### config.mk
export PLATFORM = sky130hd
export DESIGN_NAME = insn_fetch_queue_flat
export DESIGN_NICKNAME = d
export VERILOG_FILES = /design/src/rtl/insn_fetch_queue_if.sv /design/src/rtl/insn_fetch_queue.sv /design/src/flat_wrapper.sv
export SDC_FILE = /design/constraint.sdc
export NUM_CORES = 1
export LEC_CHECK = 0
export CAP_MARGIN = 20
export CORE_MARGIN = 2
export CORE_UTILIZATION = 51
export DETAILED_ROUTE_END_ITERATION = 8
export PLACE_DENSITY = 0.87
export SYNTH_ARGS = -nofsm -noshare
export SYNTH_HDL_FRONTEND = slang
export SYNTH_SLANG_ARGS = --single-unit
### constraint.sdc
create_clock -name clk -period 4.1 [get_ports clk]
set_input_delay 0.82 -clock clk [delete_from_list [all_inputs] [get_ports clk]]
set_output_delay 0.82 -clock clk [all_outputs]
set_load 0.02 [all_outputs]
### src/rtl/insn_fetch_queue_if.sv
// rtl/insn_fetch_queue_if.sv - fetch-stream and RAM read-port bundle for insn_fetch_queue
interface insn_fetch_queue_if #(
  parameter int ADDR_WIDTH = 32,
  parameter int INSN_WIDTH = 32
);
  logic                  insn_valid;
  logic                  insn_ready;
  logic [INSN_WIDTH-1:0] insn_data;
  logic [ADDR_WIDTH-3:0] insn_addr;
  logic                  ram_rd_en;
  logic [ADDR_WIDTH-3:0] ram_rd_addr;
  logic [INSN_WIDTH-1:0] ram_rd_data;

  modport master (
    output insn_valid, insn_data, insn_addr, ram_rd_en, ram_rd_addr,
    input  insn_ready, ram_rd_data
  );

  modport slave (
    input  insn_valid, insn_data, insn_addr, ram_rd_en, ram_rd_addr,
    output insn_ready, ram_rd_data
  );
endinterface

### src/rtl/insn_fetch_queue.sv
// rtl/insn_fetch_queue.sv - prefetching instruction fetch queue between core and SimRAM
// Reads run ahead of the core; each returned word is stored with its word address.
module insn_fetch_queue #(
  parameter int ADDR_WIDTH = 32,
  parameter int INSN_WIDTH = 32,
  parameter int DEPTH      = 4
) (
  input  logic                         clk,
  input  logic                         rst,
  input  logic [ADDR_WIDTH-3:0]        rst_addr,
  input  logic                         halt,
  input  logic                         redirect_en,
  input  logic [ADDR_WIDTH-3:0]        redirect_addr,
  output logic [$clog2(DEPTH+1)-1:0]   fill_level,
  insn_fetch_queue_if.master           bus
);
  localparam int WA = ADDR_WIDTH - 2;
  localparam int PW = $clog2(DEPTH);
  localparam int CW = $clog2(DEPTH + 1);

  logic [WA-1:0]         fetch_pc;
  logic [CW-1:0]         count;
  logic                  inflight;
  logic [PW-1:0]         wr_ptr;
  logic [PW-1:0]         rd_ptr;
  logic [INSN_WIDTH-1:0] data_mem [DEPTH];
  logic [WA-1:0]         addr_mem [DEPTH];
  logic [CW:0]           credit_used;
  logic                  issue;
  logic                  push;
  logic                  pop;

  // A read in flight already owns a slot, so it counts against the credit.
  assign credit_used = {1'b0, count} + {{CW{1'b0}}, inflight};
  assign issue       = !rst && !halt && !redirect_en && (credit_used < (CW+1)'(DEPTH));
  assign push        = inflight && !redirect_en;
  assign pop         = bus.insn_valid && bus.insn_ready;

  assign bus.ram_rd_en   = issue;
  assign bus.ram_rd_addr = fetch_pc;
  assign bus.insn_valid  = !rst && !redirect_en && (count != '0);
  assign bus.insn_data   = data_mem[rd_ptr];
  assign bus.insn_addr   = addr_mem[rd_ptr];
  assign fill_level      = rst ? '0 : count;

  always_ff @(posedge clk) begin
    if (rst) begin
      fetch_pc <= rst_addr;
      count    <= '0;
      inflight <= 1'b0;
      wr_ptr   <= '0;
      rd_ptr   <= '0;
    end else if (redirect_en) begin
      fetch_pc <= redirect_addr;
      count    <= '0;
      inflight <= 1'b0;
      wr_ptr   <= '0;
      rd_ptr   <= '0;
    end else begin
      inflight <= issue;
      if (issue)
        fetch_pc <= fetch_pc + WA'(1);
      if (push)
        wr_ptr <= wr_ptr + PW'(1);
      if (pop)
        rd_ptr <= rd_ptr + PW'(1);
      if (push && !pop)
        count <= count + CW'(1);
      else if (pop && !push)
        count <= count - CW'(1);
    end
  end

  // fetch_pc has already advanced past the returning read, hence the -1.
  always_ff @(posedge clk) begin
    if (!rst && push) begin
      data_mem[wr_ptr] <= bus.ram_rd_data;
      addr_mem[wr_ptr] <= fetch_pc - WA'(1);
    end
  end
endmodule

### src/flat_wrapper.sv
// flat-port wrapper written by rule: the top's interface ports become plain ports
module insn_fetch_queue_flat 
#(
  parameter int ADDR_WIDTH = 32,
  parameter int INSN_WIDTH = 32,
  parameter int DEPTH      = 4
)
  (clk, rst, rst_addr, halt, redirect_en, redirect_addr, fill_level, bus_insn_valid, bus_insn_data, bus_insn_addr, bus_ram_rd_en, bus_ram_rd_addr, bus_insn_ready, bus_ram_rd_data);
  insn_fetch_queue_if #(.ADDR_WIDTH(ADDR_WIDTH), .INSN_WIDTH(INSN_WIDTH)) bus_i ();
  input  logic clk;
  input  logic rst;
  input  logic [ADDR_WIDTH-3:0] rst_addr;
  input  logic halt;
  input  logic redirect_en;
  input  logic [ADDR_WIDTH-3:0] redirect_addr;
  output logic [$clog2(DEPTH+1)-1:0] fill_level;
  output wire logic [$bits(bus_i.insn_valid)-1:0] bus_insn_valid;
  output wire logic [$bits(bus_i.insn_data)-1:0] bus_insn_data;
  output wire logic [$bits(bus_i.insn_addr)-1:0] bus_insn_addr;
  output wire logic [$bits(bus_i.ram_rd_en)-1:0] bus_ram_rd_en;
  output wire logic [$bits(bus_i.ram_rd_addr)-1:0] bus_ram_rd_addr;
  input wire logic [$bits(bus_i.insn_ready)-1:0] bus_insn_ready;
  input wire logic [$bits(bus_i.ram_rd_data)-1:0] bus_ram_rd_data;
  assign bus_insn_valid = bus_i.insn_valid;
  assign bus_insn_data = bus_i.insn_data;
  assign bus_insn_addr = bus_i.insn_addr;
  assign bus_ram_rd_en = bus_i.ram_rd_en;
  assign bus_ram_rd_addr = bus_i.ram_rd_addr;
  assign bus_i.insn_ready = bus_insn_ready;
  assign bus_i.ram_rd_data = bus_ram_rd_data;
  insn_fetch_queue #(.ADDR_WIDTH(ADDR_WIDTH), .INSN_WIDTH(INSN_WIDTH), .DEPTH(DEPTH)) u_core (.clk(clk), .rst(rst), .rst_addr(rst_addr), .halt(halt), .redirect_en(redirect_en), .redirect_addr(redirect_addr), .fill_level(fill_level), .bus(bus_i));
endmodule
# Yosys cells after proc, flatten, opt, wreduce, memory -nomap -nowiden

Memory sizes are Yosys's and may differ from the RTL's. A register that Yosys moved wholly into a read port is not among the register bits.
Index checks and enable logic that the tools add are counted.

Register bits: 38
Bits in writable memories: 248
Bits of input ports: 97
Output and inout bits: 97
Memories: 2

Memories:

| name            | words | width | rd ports | clocked after Yosys merged registers in | wr ports | RTL line               | RTL |
|---|---|---|---|---|---|---|---|
| u_core.data_mem | 4     | 32    | 1        | 1                                       | 1        | insn_fetch_queue.sv:26 | `logic [INSN_WIDTH-1:0] data_mem [DEPTH];` |
| u_core.addr_mem | 4     | 30    | 1        | 1                                       | 1        | insn_fetch_queue.sv:27 | `logic [WA-1:0] addr_mem [DEPTH];` |

Add/subtract/negate cells: 7
Order comparisons: 1
Multiplexer cells: 12
Reduce and logical (&&, ||, !) cells: 19

Operators by type and width:

| kind                  | count |
|---|---|
| $mux 30               | 3 |
| $add 30x1->30 const B | 1 |
| $sub 30x1->30 const B | 1 |
| $logic_and 1x1->1     | 10 |
| $mux 3                | 3 |
| $mux 2                | 4 |
| $reduce_bool 3->1     | 2 |
| $logic_not 1->1       | 5 |
| $add 2x1->2 const B   | 2 |
| $add 3x1->4           | 1 |
| $lt 4x3->1 const B    | 1 |
| $add 3x1->3 const B   | 1 |
| $sub 3x1->3 const B   | 1 |
| $mux 1                | 2 |
| $reduce_bool 2->1     | 1 |
| $reduce_or 2->1       | 1 |

# Logic depth before layout (Yosys ltp)

Gate-level depths: netlist (run 1).

Depth after elaboration: 7
Mapped depth: 11
Mapped depth without buffers: 9

# Least setup slack after synthesis (run 1)

Ideal clock, no wire load.

Kind: input-to-reg
Start: in rst
End: reg u_core.fetch_pc[0] (netlist: u_core.bus.ram_rd_addr[0]) (enable)
Library setup time: 392 ps
Arrival: 3036 ps
Data required time: 3708 ps
Setup slack: 672 ps
Stages: 5
Path buffers: 2
Cell sequence: clkbuf_1 -> or2_2 -> clkbuf_1 -> nor4_1 -> nand2b_1

Longest elaborated chain between the ends: 5

Ends and longest elaborated chain:

| element                         | RTL line               | RTL |
|---|---|---|
| start: declaration              | flat_wrapper.sv:11     | `input logic rst;` |
| $logic_not 1->1                 | insn_fetch_queue.sv:35 | `assign issue = !rst && !halt && !redirect_en && (credit_used < (CW+1)'(DEPTH));` |
| $logic_and 1x1->1 (3 in series) | insn_fetch_queue.sv:35 |  |
| named net bus_ram_rd_en         | flat_wrapper.sv:20     | `output wire logic [$bits(bus_i.ram_rd_en)-1:0] bus_ram_rd_en;` |
| $reduce_bool 3->1 (no line)     | -                      |  |
| end signal: assignment          | insn_fetch_queue.sv:48 | `fetch_pc <= rst_addr;` |
| end signal: assignment          | insn_fetch_queue.sv:54 | `fetch_pc <= redirect_addr;` |
| end signal: assignment          | insn_fetch_queue.sv:62 | `fetch_pc <= fetch_pc + WA'(1);` |
| end: declaration                | insn_fetch_queue.sv:21 | `logic [WA-1:0] fetch_pc;` |

The timed path passes the listed nets, and every way through them passes these cells.
A chain may end at the register's enable or synchronous reset.

# Worst setup path in the final report (run 1)

Start: in rst
End: out bus_ram_rd_en

Longest elaborated chain between the ends: 4

Ends and longest elaborated chain:

| element                         | RTL line |
|---|---|
| $logic_not 1->1                 | insn_fetch_queue.sv:35 |
| $logic_and 1x1->1 (3 in series) | insn_fetch_queue.sv:35 |
| end: declaration                | flat_wrapper.sv:20 |

Every way passes these cells.

==> flow_metrics.py, run 1 <==
metrics = {
    "timing": {
        "slew_violations": 0,
        "whs_ps": 530,
        "setup_viol_count_final": 0,
        "relSlewSlack_pct": 35.4,
        "setup_tns_ps": 0,
        "hold_viol": 0,
        "min_period_ps": 3610,
        "skew_ps": 9.75,
        "fmaxAchievable_mhz": 277,
        "grt_setup_unrepaired": "false",
        "worstMarginPinSlew_ps": 966,
        "period_share_pct": 87.9,
    },
    "clock_tree": {
        "clk_path_buf_depth": 3,
        "post_cts_resized": 0,
        "htree_num_levels": 1,
        "cts_buffers": 29,
        "cts_tree": "done",
        "cts.sinks": 288,
        "postCtsHoldBufs": 0,
        "cts_root_buf": "clkbuf_16",
        "path_clk_slew_ps": 60,
        "clkLatencyLatePin_ps": 530,
        "post_cts.repair.setup_buffers": 0,
    },
    "floorplanning": {
        "rows": 56,
        "io_pins": 194,
        "core-area_sq_um": 23300,
        "fp.dieW_um": 158,
        "start_util_pct": 51.5,
        "die-area_sq_um": 24800,
        "die_y_um": 158,
    },
    "cells_and_area": {
        "diodes": 0,
        "design_area_sq_um": 15300,
        "final_cells": 1205,
        "final_layout_size_suffix_gt1_share_pct": 16.6,
        "area_growth_syn_to_layout_pct": 27.6,
        "final_nets": 973,
    },
    "power_and_ir_drop": {
        "p_leak_nw": 4.96,
        "power.density_nw_per_um2": 427,
        "comb_power_share_pct": 6.9,
        "pwr-share-clk_pct": 41.2,
        "p_int_mw": 5.20,
        "power_frac_seq_pct": 51.9,
        "ir_drop_mv": 0.296,
        "p_sw_mw": 1.36,
        "p_total_mw": 6.56,
        "switching_share_pct": 20.7,
    },
    "yosys": {
        "syn_inst": 667,
        "yosysUniqueCellTypes": 47,
        "synth-seq-cells": 288,
        "synth-seq-area-share_pct": 71.1,
        "synth_warnings": 0,
        "synth-async-reset-ratio_pct": 0,
        "synth_fp_nets": 772,
        "synth_ff_type": "edfxtp_1",
        "synth_edf_count": 278,
        "synth_area_sq_um": 12000,
        "syn_area_per_cell_sq_um": 18.0,
    },
    "hold_path": {
        "min-delay-path-class": "flop to flop",
        "whs_path_depth": 1,
    },
    "global_routing": {
        "grt_max_degree": 42,
        "track_usage_pct": 19.9,
        "grt_overflow": 0,
        "grt_pass1_wl_um": 37600,
        "grt_antenna_before_repair": 0,
        "grt_pass1_vias": 6888,
    },
    "place": {
        "numPortBuffers": 193,
        "place_congestion": 0.823,
        "placed_area_sq_um": 14400,
        "dp.cells": 1156,
        "dp_hpwl_um": 16500,
    },
    "routing": {
        "drt_first_pass_iters": 5,
        "detail-route-antenna-nets": 0,
        "dr_total_vias": 6774,
        "via_per_inst": 5.62,
        "finalWirelength_um": 24600,
        "wl_per_cell_um": 20.4,
        "post-route-drc-count": 0,
        "drt_iter0_markers": 422,
    },
    "status": {
        "outcome": "finished, final reports clean",
    },
    "critical_path": {
        "crit_type": "input port to output port",
        "endpoint_kind": "output port",
        "crit_required_ps": 3280,
        "crit_path_max_fanout": 26,
        "worstRegToRegCells": 5,
        "cp-start-kind": "input port",
        "cp.arrival_ps": 2790,
    },
    "job": {
        "maxCapViolCount": 0,
    },
}
==> cells in the mapped netlist, types with 4 or more instances <==
cell        n  area, sq um
edfxtp_1  278         8350
mux4_2     62         1400
xor2_1     40          350
nor2_1     27          101
o21ai_0    24          120
clkbuf_1   23         86.3
nand2_1    20         75.1
xnor2_1    17          149
nand3_1    16         80.1
a22oi_1    15          113
and3_1     14         87.6
a21oi_1    11         55.1
dfxtp_1    10          200
buf_2       9         45.0
nand4_1     9         56.3
nor3_1      9         45.0
inv_1       8         30.0
ha_1        7         87.6
nor2b_1     7         43.8
nor4_1      5         31.3
o22ai_1     5         31.3
buf_6       4         45.0
mux2i_1     4         40.0
or4_1       4         30.0
==> flip-flops by register name, summed over array words and instances, names as in the netlist, named ones only <==
signal and flops:
u_core.data_mem 128, u_core.inflight 1, u_core.rd_ptr 2, u_core.count 3, u_core.addr_mem 120, u_core.wr_ptr 2
u_core.bus.ram_rd_addr 30
==> layout make-up <==
class | count | area, sq um
clock buffers | 34 | 744
clock inverters | 15 | 231
fillers | 1618 | 7980
inverters | 9 | 33.8
multi-input cells | 327 | 3240
flip-flops and latches | 288 | 8560
well taps | 319 | 399
repair buffers | 213 | 2140
==> cells by family after synthesis <==
logic type,synth area share (%)
xor+xnor,4.15
buf+inv,2.15
compound gates,3.02
mux,12.2
simple gates,6.49
fa+ha+maj,0.895
flops,71.1
==> critical path: stages <==
cell	delay [ps]
clkdlybuf4s50_1	450
or2_2	490
nor4_1	340
clkdlybuf4s50_1	680
==> power groups by stage <==
stage	registers (mW)	logic (mW)	clock network, mW
6_report	3.40	0.453	2.70
5_1_grt	3.41	0.490	2.86
4_1_cts	3.40	0.455	2.75
3_5_place_dp	3.46	0.451	0
3_3_place_gp	3.46	0.439	0
2_1_floorplan	3.45	0.221	0
==> routing by layer <==
layer	wire length, um	share of wire, %	track usage, %	vias up
met5	0	0	0	-
met4	241	0.98	3.51	0
met3	1790	7.3	3.94	23
met2	12300	50	34.0	297
met1	10300	42	27.0	3393
li1	-	-	-	3061
==> metrics by stage <==
stage               setup slack, ps  util, %
global route                    321     65.8
finish                          495     65.8
CTS                             483     65.8
detailed placement              477     61.6
global placement                533     61.6
floorplan                       672        -
==> path summary, 6_finish.rpt <==
check | from | end | slack [ps]
setup / recovery | rst | bus_ram_rd_en | 490
hold / removal | u_core.count[2] | u_core.inflight | 530
setup reg to reg | u_core.bus.ram_rd_addr[15] | u_core.addr_mem[0][26] | 1450
hold reg to reg | u_core.count[2] | u_core.inflight | 530
==> cell usage in the layout, fill, tap and decap left out, types with 2 or more instances in the layout <==
cell / instances
nand4_1: 9
nor2b_1: 7
nor4_2: 2
clkinv_1: 4
dfxtp_4: 2
nor3_1: 9
and4_1: 3
and3_4: 4
xnor2_1: 17
edfxtp_1: 278
nor4_1: 5
buf_12: 5
mux2_2: 3
nand2_1: 20
xor2_1: 40
mux2i_1: 4
nor2_1: 27
and3_1: 10
nor4_4: 2
clkbuf_16: 29
clkdlybuf4s50_1: 193
mux4_2: 62
o31ai_1: 2
a22oi_1: 15
bufinv_16: 6
nor3_2: 2
or4_1: 4
dfxtp_1: 8
a21oi_1: 11
ha_1: 7
inv_1: 8
clkinv_2: 3
o21ai_0: 24
nand3_1: 16
o22ai_1: 5
or3_1: 3
buf_4: 15
or4_4: 3
clkbuf_1: 5
Note: power is estimated with default switching activity, not from simulation.
==> run 2, diff against run 1 <==
CTS_BUF_LIST = sky130_fd_sc_hd__clkbuf_8   (was unset)
==> flow_metrics.py, run 2 (same netlist as run 1, synthesis figures left out) <==
metrics = {
    "global_routing": {
        "track_usage_pct": 20.1,
        "grt_max_degree": 42,
        "grt_pass1_wl_um": 37800,
        "grt_util_met3_pct": 4.95,
        "grt_overflow": 0,
        "top_usage_layer": "met2",
        "grt_util_met2_pct": 33.6,
        "grt_pass1_vias": 7070,
        "grt_use_met1_pct": 26.7,
        "grt_antenna_before_repair": 0,
    },
    "critical_path": {
        "crit_required_ps": 3280,
        "crit_type": "input port to output port",
        "cp.arrival_ps": 2790,
        "r2r_setup_slack_ps": 1470,
        "crit_path_max_fanout": 26,
        "endpoint_kind": "output port",
        "cp-start-kind": "input port",
    },
    "cells_and_area": {
        "final_cells": 1237,
        "design_area_sq_um": 15200,
        "diodes": 0,
        "regMostFlops": "u_core.data_mem",
        "final_nets": 989,
        "largest_register_ff_count": 128,
        "final_layout_size_suffix_gt1_share_pct": 18.1,
        "area_growth_syn_to_layout_pct": 26.3,
        "final_common_cell": "edfxtp_1",
        "final_cell_mix": "edfxtp_1, clkdlybuf4s50_1, mux4_2",
    },
    "clock_tree": {
        "path_clk_slew_ps": 60,
        "postCtsHoldBufs": 0,
        "post_cts_resized": 0,
        "cts_tree": "done",
        "cts_root_buf": "clkbuf_8",
        "clkLatencyLatePin_ps": 530,
        "htree_num_levels": 2,
        "cts_buffers": 45,
        "clk_path_buf_depth": 3,
        "post_cts.repair.setup_buffers": 0,
        "cts.sinks": 288,
    },
    "routing": {
        "dr_total_vias": 6843,
        "wl_per_cell_um": 20.0,
        "post-route-drc-count": 0,
        "finalWirelength_um": 24700,
        "detail-route-antenna-nets": 0,
        "via_per_inst": 5.53,
        "drt_first_pass_iters": 4,
        "drt_iter0_markers": 505,
    },
    "floorplanning": {
        "die_y_um": 158,
        "core-area_sq_um": 23300,
        "start_util_pct": 51.5,
        "fp.dieW_um": 158,
        "rows": 56,
        "die-area_sq_um": 24800,
        "io_pins": 194,
    },
    "timing": {
        "slew_violations": 0,
        "worstMarginPinSlew_ps": 979,
        "fmaxAchievable_mhz": 277,
        "setup_tns_ps": 0,
        "layout_setup_ws_ps": 495,
        "period_share_pct": 87.9,
        "skew_ps": 21.2,
        "setup_viol_count_final": 0,
        "hold_viol": 0,
        "min_period_ps": 3610,
        "relSlewSlack_pct": 34.6,
        "grt_setup_unrepaired": "false",
    },
    "power_and_ir_drop": {
        "p_leak_nw": 4.96,
        "p_total_mw": 6.04,
        "power.density_nw_per_um2": 397,
        "ir_drop_mv": 0.199,
    },
    "status": {
        "outcome": "finished, final reports clean",
    },
    "place": {
        "numPortBuffers": 193,
        "dp.cells": 1156,
        "pre_cts_slack_ps": 477,
        "placed_area_sq_um": 14400,
        "dp_hpwl_um": 16500,
        "place_congestion": 0.823,
    },
    "job": {
        "maxCapViolCount": 0,
    },
    "hold_path": {
        "min-delay-path-class": "flop to flop",
    },
}
[run 2: changes by cell type in the layout (fill, tap and decap cells not counted), moves of 6 or more]
cell | before | now
clkinv_2 | 3 | 9
clkbuf_16 | 29 | 0
inv_1 | 8 | 20
clkinv_1 | 4 | 10
clkbuf_8 | 0 | 47
[run 2: area by class of cell]
type | instances | area, sq um
Multi-Input combinational cell | 327 | 3240
Inverter | 9 | 33.8
Tap cell | 319 | 399
Timing Repair Buffer | 213 | 2140
Fill cell | 1652 | 8140
Sequential cell | 288 | 8560
Clock buffer | 47 | 647
Clock inverter | 34 | 176
[run 2: power by group]
part	total, mW	leakage (nW)	switching [mW]	internal, mW
Sequential	3.40	2.63	0.0960	3.31
Clock	2.18	0.466	1.05	1.13
Combinational	0.453	1.86	0.223	0.229
Total	6.04	4.96	1.37	4.67
[run 2: layer usage]
layer	wire, um	part of all wire, %	vias up
met5	0	0	-
met4	359	1.5	0
met3	1660	6.7	35
met2	12300	50	278
met1	10400	42	3425
li1	-	-	3105
[run 2: path summary, 6_finish.rpt]
path                                   start                      to  cells past startpoint
hold reg to reg              u_core.count[2]         u_core.inflight                      1
setup / recovery                         rst           bus_ram_rd_en                      4
hold / removal               u_core.count[2]         u_core.inflight                      1
setup reg to reg  u_core.bus.ram_rd_addr[15]  u_core.addr_mem[0][26]                      5
[run 2: per-stage QoR]
stage                     hold slack (ps)  utilization, %
final                                 531            65.1
after global routing                  562            65.1
after CTS                             519            65.1
after detailed placement              506            61.6
after global placement                510            61.6
after floorplan                       468               -
[run 2: critical path, stage by stage]
cell and delay (ps):
clkdlybuf4s50_1 460, or2_2 490, nor4_1 340, clkdlybuf4s50_1 680
==> run 3, diff against run 2 <==
RECOVER_POWER = 100   (was unset)
REMOVE_ABC_BUFFERS = 1   (was unset)
SKIP_CTS_REPAIR_TIMING = 1   (was unset)
==> flow_metrics.py, run 3 (same netlist as run 1, synthesis figures left out) <==
metrics = {
    "cells_and_area": {
        "final_nets": 980,
        "largest_register_ff_count": 128,
        "seqCellArea_sq_um": 8560,
        "final_common_cell": "edfxtp_1",
        "fill_cells": 1636,
        "final_util_pct": 64.3,
        "design_area_sq_um": 15000,
        "final_layout_size_suffix_gt1_share_pct": 15.2,
        "area_growth_syn_to_layout_pct": 24.8,
        "final_cell_mix": "edfxtp_1, dlygate4sd3_1, clkdlybuf4s50_1",
        "regMostFlops": "u_core.data_mem",
        "multiInputGateArea_sq_um": 3160,
    },
    "global_routing": {
        "grt_util_met3_pct": 4.49,
        "grt_max_degree": 63,
        "grt_pass1_vias": 7217,
        "top_usage_layer": "met2",
        "grt_overflow": 0,
        "grt_antenna_before_repair": 0,
        "grt_pass1_wl_um": 38300,
        "grt_use_met1_pct": 27.6,
        "grt_util_met2_pct": 33.0,
        "track_usage_pct": 20.2,
    },
    "place": {
        "place_congestion": 0.786,
        "numPortBuffers": 193,
        "placed_area_sq_um": 14300,
        "dp_hpwl_um": 15900,
    },
    "status": {
        "violations": "capacitance limit, slew limit",
        "outcome": "finished with violations",
    },
    "power_and_ir_drop": {
        "p_leak_nw": 4.93,
        "ir_drop_mv": 0.214,
        "power.density_nw_per_um2": 403,
    },
    "floorplanning": {
        "rows": 56,
        "die-area_sq_um": 24800,
        "io_pins": 194,
        "core-area_sq_um": 23300,
        "start_util_pct": 51.5,
        "die_y_um": 158,
        "fp.dieW_um": 158,
    },
    "critical_path": {
        "crit_top_cell": "dlygate4sd3_1",
        "endpoint_kind": "output port",
        "cp-start-kind": "input port",
        "crit_path_max_fanout": 26,
        "cpPeakStageDelay_ps": 730,
        "cpMaxStageDelayCell": "dlygate4sd3_1",
        "cp_num_buf_inv": 2,
        "crit_type": "input port to output port",
        "cp_cell_sequence": "dlygate4sd3_1 -> or2_2 -> nor4_1 -> dlygate4sd3_1",
        "cp.arrival_ps": 2920,
        "crit_required_ps": 3280,
        "crit_family": "buffers and inverters",
    },
    "routing": {
        "detail-route-antenna-nets": 0,
        "wl_per_cell_um": 20.2,
        "post-route-drc-count": 0,
        "drt_first_pass_iters": 6,
        "via_per_inst": 5.58,
        "drt_iter0_markers": 454,
        "finalWirelength_um": 24800,
        "dr_total_vias": 6844,
    },
    "timing": {
        "relSlewSlack_pct": -11.4,
        "slew_violations": 63,
        "setup_viol_count_final": 0,
        "grt_setup_unrepaired": "false",
        "period_share_pct": 91.3,
        "setup_tns_ps": 0,
        "min_period_ps": 3740,
        "hold_viol": 0,
        "fmaxAchievable_mhz": 267,
        "worstMarginPinSlew_ps": 1670,
        "skew_ps": 18.5,
    },
    "clock_tree": {
        "cts.sinks": 288,
        "cts_tree": "done",
        "htree_num_levels": 2,
        "cts_buffers": 45,
        "path_clk_slew_ps": 60,
        "cts_root_buf": "clkbuf_8",
        "clkLatencyLatePin_ps": 530,
        "clk_path_buf_depth": 3,
    },
    "job": {
        "maxCapViolCount": 1,
    },
    "hold_path": {
        "min-delay-path-class": "flop to flop",
    },
}
-- run 3: path summary, 6_finish.rpt --
check             slack [ps]                         end                        from  cells past startpoint
setup / recovery         360               bus_ram_rd_en                 redirect_en                      4
hold / removal           560            u_core.rd_ptr[0]            u_core.rd_ptr[0]                      2
setup reg to reg        1160  u_core.bus.ram_rd_addr[22]  u_core.bus.ram_rd_addr[11]                      5
hold reg to reg          560            u_core.rd_ptr[0]            u_core.rd_ptr[0]                      2
-- run 3: through the flow --
step	hold WS [ps]	std cells	total power, mW	setup slack, ps
finish	557	1227	6.05	358
global route	566	1226	6.27	230
floorplan	468	624	3.64	-93.4
global placement	511	1147	3.90	550
detailed placement	532	1147	3.91	541
CTS	546	1226	6.13	425
-- run 3: worst reg2reg max path: cells and delay by family (launching register included) --
| family | cells | cell delay, ps |
|---|---|---|
| AND/OR/NAND/NOR | 4 | 1860 |
| flip-flops | 1 | 630 |
| AO/OA/AOI/OAI | 1 | 270 |
-- run 3: layer usage --
metal / part of all wire, % / vias to the layer above
met1: 44 / 3458
met5: 0 / -
met2: 48 / 278
met4: 1.2 / 0
met3: 6.8 / 30
li1: - / 3078
-- run 3: where the power goes --
group | switching, mW | total [mW] | internal, mW | leakage, nW
clock | 1.05 | 2.23 | 1.18 | 0.477
sequential | 0.0904 | 3.40 | 3.31 | 2.63
combinational | 0.222 | 0.426 | 0.204 | 1.83
-- run 3: cell type report --
class	count	share of cell area [%]
Sequential cell	288	57.0
Multi-Input combinational cell	327	21.1
Timing Repair Buffer	204	13.5
Clock buffer	47	4.31
Tap cell	319	2.66
Clock inverter	32	1.19
Inverter	9	0.225
Antenna cell	1	0.0167
==> RTL change 1: new RTL, settings of run 1 <==
Put a register stage on the output `fill_level`. The value now appears one clock later. The other outputs are not delayed to match.
--- a/src/rtl/insn_fetch_queue.sv
+++ b/src/rtl/insn_fetch_queue.sv
@@ -41,7 +41,9 @@
   assign bus.insn_valid  = !rst && !redirect_en && (count != '0);
   assign bus.insn_data   = data_mem[rd_ptr];
   assign bus.insn_addr   = addr_mem[rd_ptr];
-  assign fill_level      = rst ? '0 : count;
+  always_ff @(posedge clk) begin
+    fill_level <= rst ? '0 : count;
+  end
 
   always_ff @(posedge clk) begin
     if (rst) begin
Behaviour: not the same (a bounded check fails within 4 cycles, from zero or initial values and one cycle with rst high).
==> RTL change 1 against run 1 <==
Count of clock-buffer cells in the layout grew 2. Setup slack gained 42 ps. Area after synthesis grew 0.20%. Power shrank 3.3%. Sequential cell count grew 3. Clock power shrank 9.3%. First-iteration DRC count grew 0.24%. Critical path type unchanged. Design area shrank 0.38%. Routed wire length grew 1.9%. Largest power group unchanged.
==> RTL change 1: results (changes against run 1) <==
[outcome]
status = finished, final reports clean

[power_and_ir_drop]
p_leak_nw = 4.863  ; -2.0%
ir_drop_v = 0.0003081  ; +4.1%
internal_power_mw = 4.986  ; -4.1%

[timing]
slew_headroom_pct = 34.45  ; -0.99 points
fin_skew_ps = 18.23  ; +8.479 ps

[cells_and_area]
fin_nets = 980  ; +0.72%
n_fill_cell = 1652  ; +2.1%
drive_gt1_share_pct = 14.73  ; -1.9 points
area_delta_synth_final_pct = 26.88
layout.cells.non_filler = 1215  ; +0.83%

[global_route]
grt_pass1_wl_um = 38250  ; +1.7%
use_met2_pct = 34.91  ; +0.87 points
grt_usage_pct = 20.16  ; +0.30 points
gr-usage-met1_pct = 26.66  ; -0.38 points
grt_pass1_vias = 7062  ; +2.5%

[synthesis]
yosys-top-cells-count = edfxtp_1 (278), mux4_2 (62), xor2_1 (40)
synth_cell_types = 40  ; -15%
syn_inst = 684  ; +2.5%
syn-num-nets = 789  ; +2.2%
synth.top_cells.by_area = edfxtp_1 (69%), mux4_2 (12%), xor2_1 (2.9%), dfxtp_1 (2.2%), xnor2_1 (1.3%)

[route]
dr_wl_met3_um = 1787  ; -0.28%
via_count = 6942  ; +2.5%

[critical_path]
path_max_fanout = 25  ; -3.8%

[place]
hpwl_um = 16290  ; -1.1%
gp_congestion = 0.8108  ; -1.5%
place_area_um2 = 14410  ; +0.22%

-- RTL change 1: cell types whose count changed after synthesis, moves of 4 or more --
cell	change
and3_1	-4
nor3_1	+4
clkbuf_1	+11
buf_2	-5
buf_1	+6
nand3_1	-4
nand4_1	+7
nor4_1	+5
-- RTL change 1: logic make-up after synthesis --
group,Yosys count,share of synthesized area (%)
buf+inv,56,1.848
fa+ha+maj,8,0.8928
compound gates,59,2.917
xor+xnor,58,4.215
flops,291,71.43
simple gates,143,6.499
mux,69,12.20
-- RTL change 1: worst paths after layout --
path	end	cells after the start	from	slack, ps
max reg2reg	u_core.addr_mem[2][29]	5	u_core.bus.ram_rd_addr[8]	1070
min	u_core.rd_ptr[1]	2	u_core.rd_ptr[1]	530
min reg2reg	u_core.rd_ptr[1]	2	u_core.rd_ptr[1]	530
max	bus_ram_rd_en	4	redirect_en	540
-- RTL change 1: power by group through the flow --
| stage | clock network, mW | registers (mW) | logic, mW |
|---|---|---|---|
| after floorplan | 0 | 3.47 | 0.216 |
| after global placement | 0 | 3.49 | 0.448 |
| after detailed placement | 0 | 3.49 | 0.459 |
| after CTS | 2.51 | 3.43 | 0.463 |
| after global routing | 2.62 | 3.44 | 0.500 |
| final | 2.45 | 3.43 | 0.460 |
-- RTL change 1: cell type report --
| cell class | instances | share of cell area (%) |
|---|---|---|
| sequential | 291 | 56.35 |
| clock inverter | 16 | 0.8755 |
| clock buffer | 36 | 4.918 |
| timing repair buffer | 208 | 13.86 |
| tap | 319 | 2.610 |
| multi-input combinational | 337 | 21.19 |
| inverter | 8 | 0.1964 |
-- RTL change 1: worst register-to-register path, cell delays in order, from the launching register on --
cell	delay [ps]
edfxtp_1	540
or4_1	680
or4_1	570
or3_4	470
nor3_2	190
xor2_1	360
==> RTL change 2: new RTL, settings of run 1 <==
Made on the original files. `INSN_WIDTH` is set to 32 in 3 places; all go to 24.
--- a/src/rtl/insn_fetch_queue_if.sv
+++ b/src/rtl/insn_fetch_queue_if.sv
@@ -1,7 +1,7 @@
 // rtl/insn_fetch_queue_if.sv - fetch-stream and RAM read-port bundle for insn_fetch_queue
 interface insn_fetch_queue_if #(
   parameter int ADDR_WIDTH = 32,
-  parameter int INSN_WIDTH = 32
+  parameter int INSN_WIDTH = 24
 );
   logic                  insn_valid;
   logic                  insn_ready;
--- a/src/rtl/insn_fetch_queue.sv
+++ b/src/rtl/insn_fetch_queue.sv
@@ -2,7 +2,7 @@
 // Reads run ahead of the core; each returned word is stored with its word address.
 module insn_fetch_queue #(
   parameter int ADDR_WIDTH = 32,
-  parameter int INSN_WIDTH = 32,
+  parameter int INSN_WIDTH = 24,
   parameter int DEPTH      = 4
 ) (
   input  logic                         clk,
--- a/src/flat_wrapper.sv
+++ b/src/flat_wrapper.sv
@@ -2,7 +2,7 @@
 module insn_fetch_queue_flat 
 #(
   parameter int ADDR_WIDTH = 32,
-  parameter int INSN_WIDTH = 32,
+  parameter int INSN_WIDTH = 24,
   parameter int DEPTH      = 4
 )
   (clk, rst, rst_addr, halt, redirect_en, redirect_addr, fill_level, bus_insn_valid, bus_insn_data, bus_insn_addr, bus_ram_rd_en, bus_ram_rd_addr, bus_insn_ready, bus_ram_rd_data);
Ports: changed (resized bus_insn_data and bus_ram_rd_data); port bits go from 194 to 178. No check against the original RTL was run, so the function may have changed too.
==> RTL change 2 against run 1 <==
Design area is 11% lower. Fmax is 0.45% higher. Routed wire length is 1.4% lower. Largest cell class unchanged. Setup slack better by 16 ps. Power is 14% lower. Sequential cell count is 32 lower. Register-to-register slack worse by 330 ps. Non-clock buffer count is 23 lower. Area after synthesis is 9.9% lower. Clock power is 21% lower. Sequential share of layout area is 0.41 points lower.
==> RTL change 2: results (changes against run 1) <==
[outcome]
status = finished, final reports clean

[route]
viasPerCell = 5.647  ; +0.45%
via_count = 6223  ; -8.1%
initialDrtViolationCount = 462  ; +9.5%
wl_per_cell_um = 21.98  ; +7.8%

[global_route]
grt_max_degree = 49  ; +17%
grt_pass1_wl_um = 36860  ; -2.0%
grt_usage_pct = 21.78  ; +1.9 points
use_met2_pct = 38.07  ; +4.0 points
gr-usage-met1_pct = 28.67  ; +1.6 points
grt_pass1_vias = 6461  ; -6.2%
grt_use_met3_pct = 3.841  ; -0.10 points

[cells_and_area]
drive_gt1_share_pct = 14.27  ; -2.3 points
fin_nets = 908  ; -6.7%
regMostFlops = u_core.addr_mem

[synthesis]
synth.top_cells.by_area = edfxtp_1 (68%), mux4_2 (11%), xor2_1 (2.3%), xnor2_1 (2.2%), dfxtp_1 (1.8%)
yosysSeqAreaShare_pct = 70.03  ; -1.0 points
synth_cell_types = 48  ; +2.1%
yosys-top-cells-count = edfxtp_1 (246), mux4_2 (54), nand2_1 (32)
synth.top_cell.area_share_pct = 68.18  ; -1.2 points
syn-num-nets = 728  ; -5.7%
synth_edf_count = 246  ; -12%

[timing]
min_period_ps = 3589  ; -16.04 ps
fin_skew_ps = 14.60  ; +4.842 ps
whs_ps = 525.0  ; -4.681 ps
slew_headroom_pct = 48.10  ; +13 points

[power_and_ir_drop]
internal_power_mw = 4.403  ; -15%
p_leak_nw = 4.400  ; -11%
ir_drop_v = 0.0002552  ; -14%

[place]
gp_congestion = 0.8219  ; -0.17%
pre_cts_slack_ps = 532.7  ; +56.20 ps
place_inst = 1058  ; -8.5%
portBuffers = 177  ; -8.3%
place_area_um2 = 12960  ; -9.8%
hpwl_um = 15870  ; -3.7%

[critical_path]
path_max_fanout = 23  ; -12%
reg2reg_slack_ps = 1120  ; -330 ps
cp.arrival_ps = 2770  ; -20 ps

[hold_path]
holdCritPathClass = reg2reg

[clock_tree]
clkLatencyLatePin_ps = 510  ; -20 ps
htreeDepth = 1  ; unchanged
cts_buffers = 25  ; -14%

[RTL change 2: final timing paths]
kind,start,to,cells after the start
worst max register to register,u_core.bus.ram_rd_addr[0],u_core.addr_mem[2][26],7
worst min register to register,u_core.rd_ptr[1],flop,2
worst max-delay path,redirect_en,bus_ram_rd_en,4
worst min-delay path,u_core.rd_ptr[1],flop,2
[RTL change 2: kinds of logic (layout without fill, tap and decap cells)]
family | Yosys count | in the layout | share of synthesized area, %
flip-flops | 256 | 256 | 70.03
AND/OR/NAND/NOR | 141 | 141 | 7.264
multiplexers | 65 | 65 | 12.29
AO/OA/AOI/OAI | 56 | 56 | 3.083
XOR/XNOR | 56 | 56 | 4.527
buffers and inverters | 49 | 245 | 1.813
adder cells (fa/ha/maj) | 8 | 8 | 0.9932
[RTL change 2: cell type report]
| type | instances | area, um2 |
|---|---|---|
| clock inverter | 13 | 108.9 |
| timing repair buffer | 190 | 1932 |
| tap | 275 | 344.1 |
| clock buffer | 30 | 644.4 |
| multi-input combinational | 326 | 3055 |
| inverter | 12 | 45.04 |
| fill | 1461 | 7233 |
| sequential | 256 | 7592 |
[RTL change 2: per-layer routing]
layer / wire length (um) / share of wire [%] / vias to the layer above
li1: - / - / 2849
met1: 9741 / 40 / 3100
met2: 12420 / 51 / 232
met3: 1558 / 6.4 / 42
met4: 498 / 2.1 / 0
met5: 0 / 0 / -
[RTL change 2: worst max-delay path, delay by kind of cell]
family,cells,cell delay (ps)
buf+inv,2,1090
simple gates,2,850
[RTL change 2: power groups by stage]
stage                     combinational [mW]  clock [mW]  sequential [mW]
final                                  0.447        2.14             3.04
after global routing                   0.482        2.26             3.04
after CTS                              0.449        2.16             3.04
after detailed placement               0.445           0             3.09
after global placement                 0.434           0             3.09
after floorplan                        0.204           0             3.08
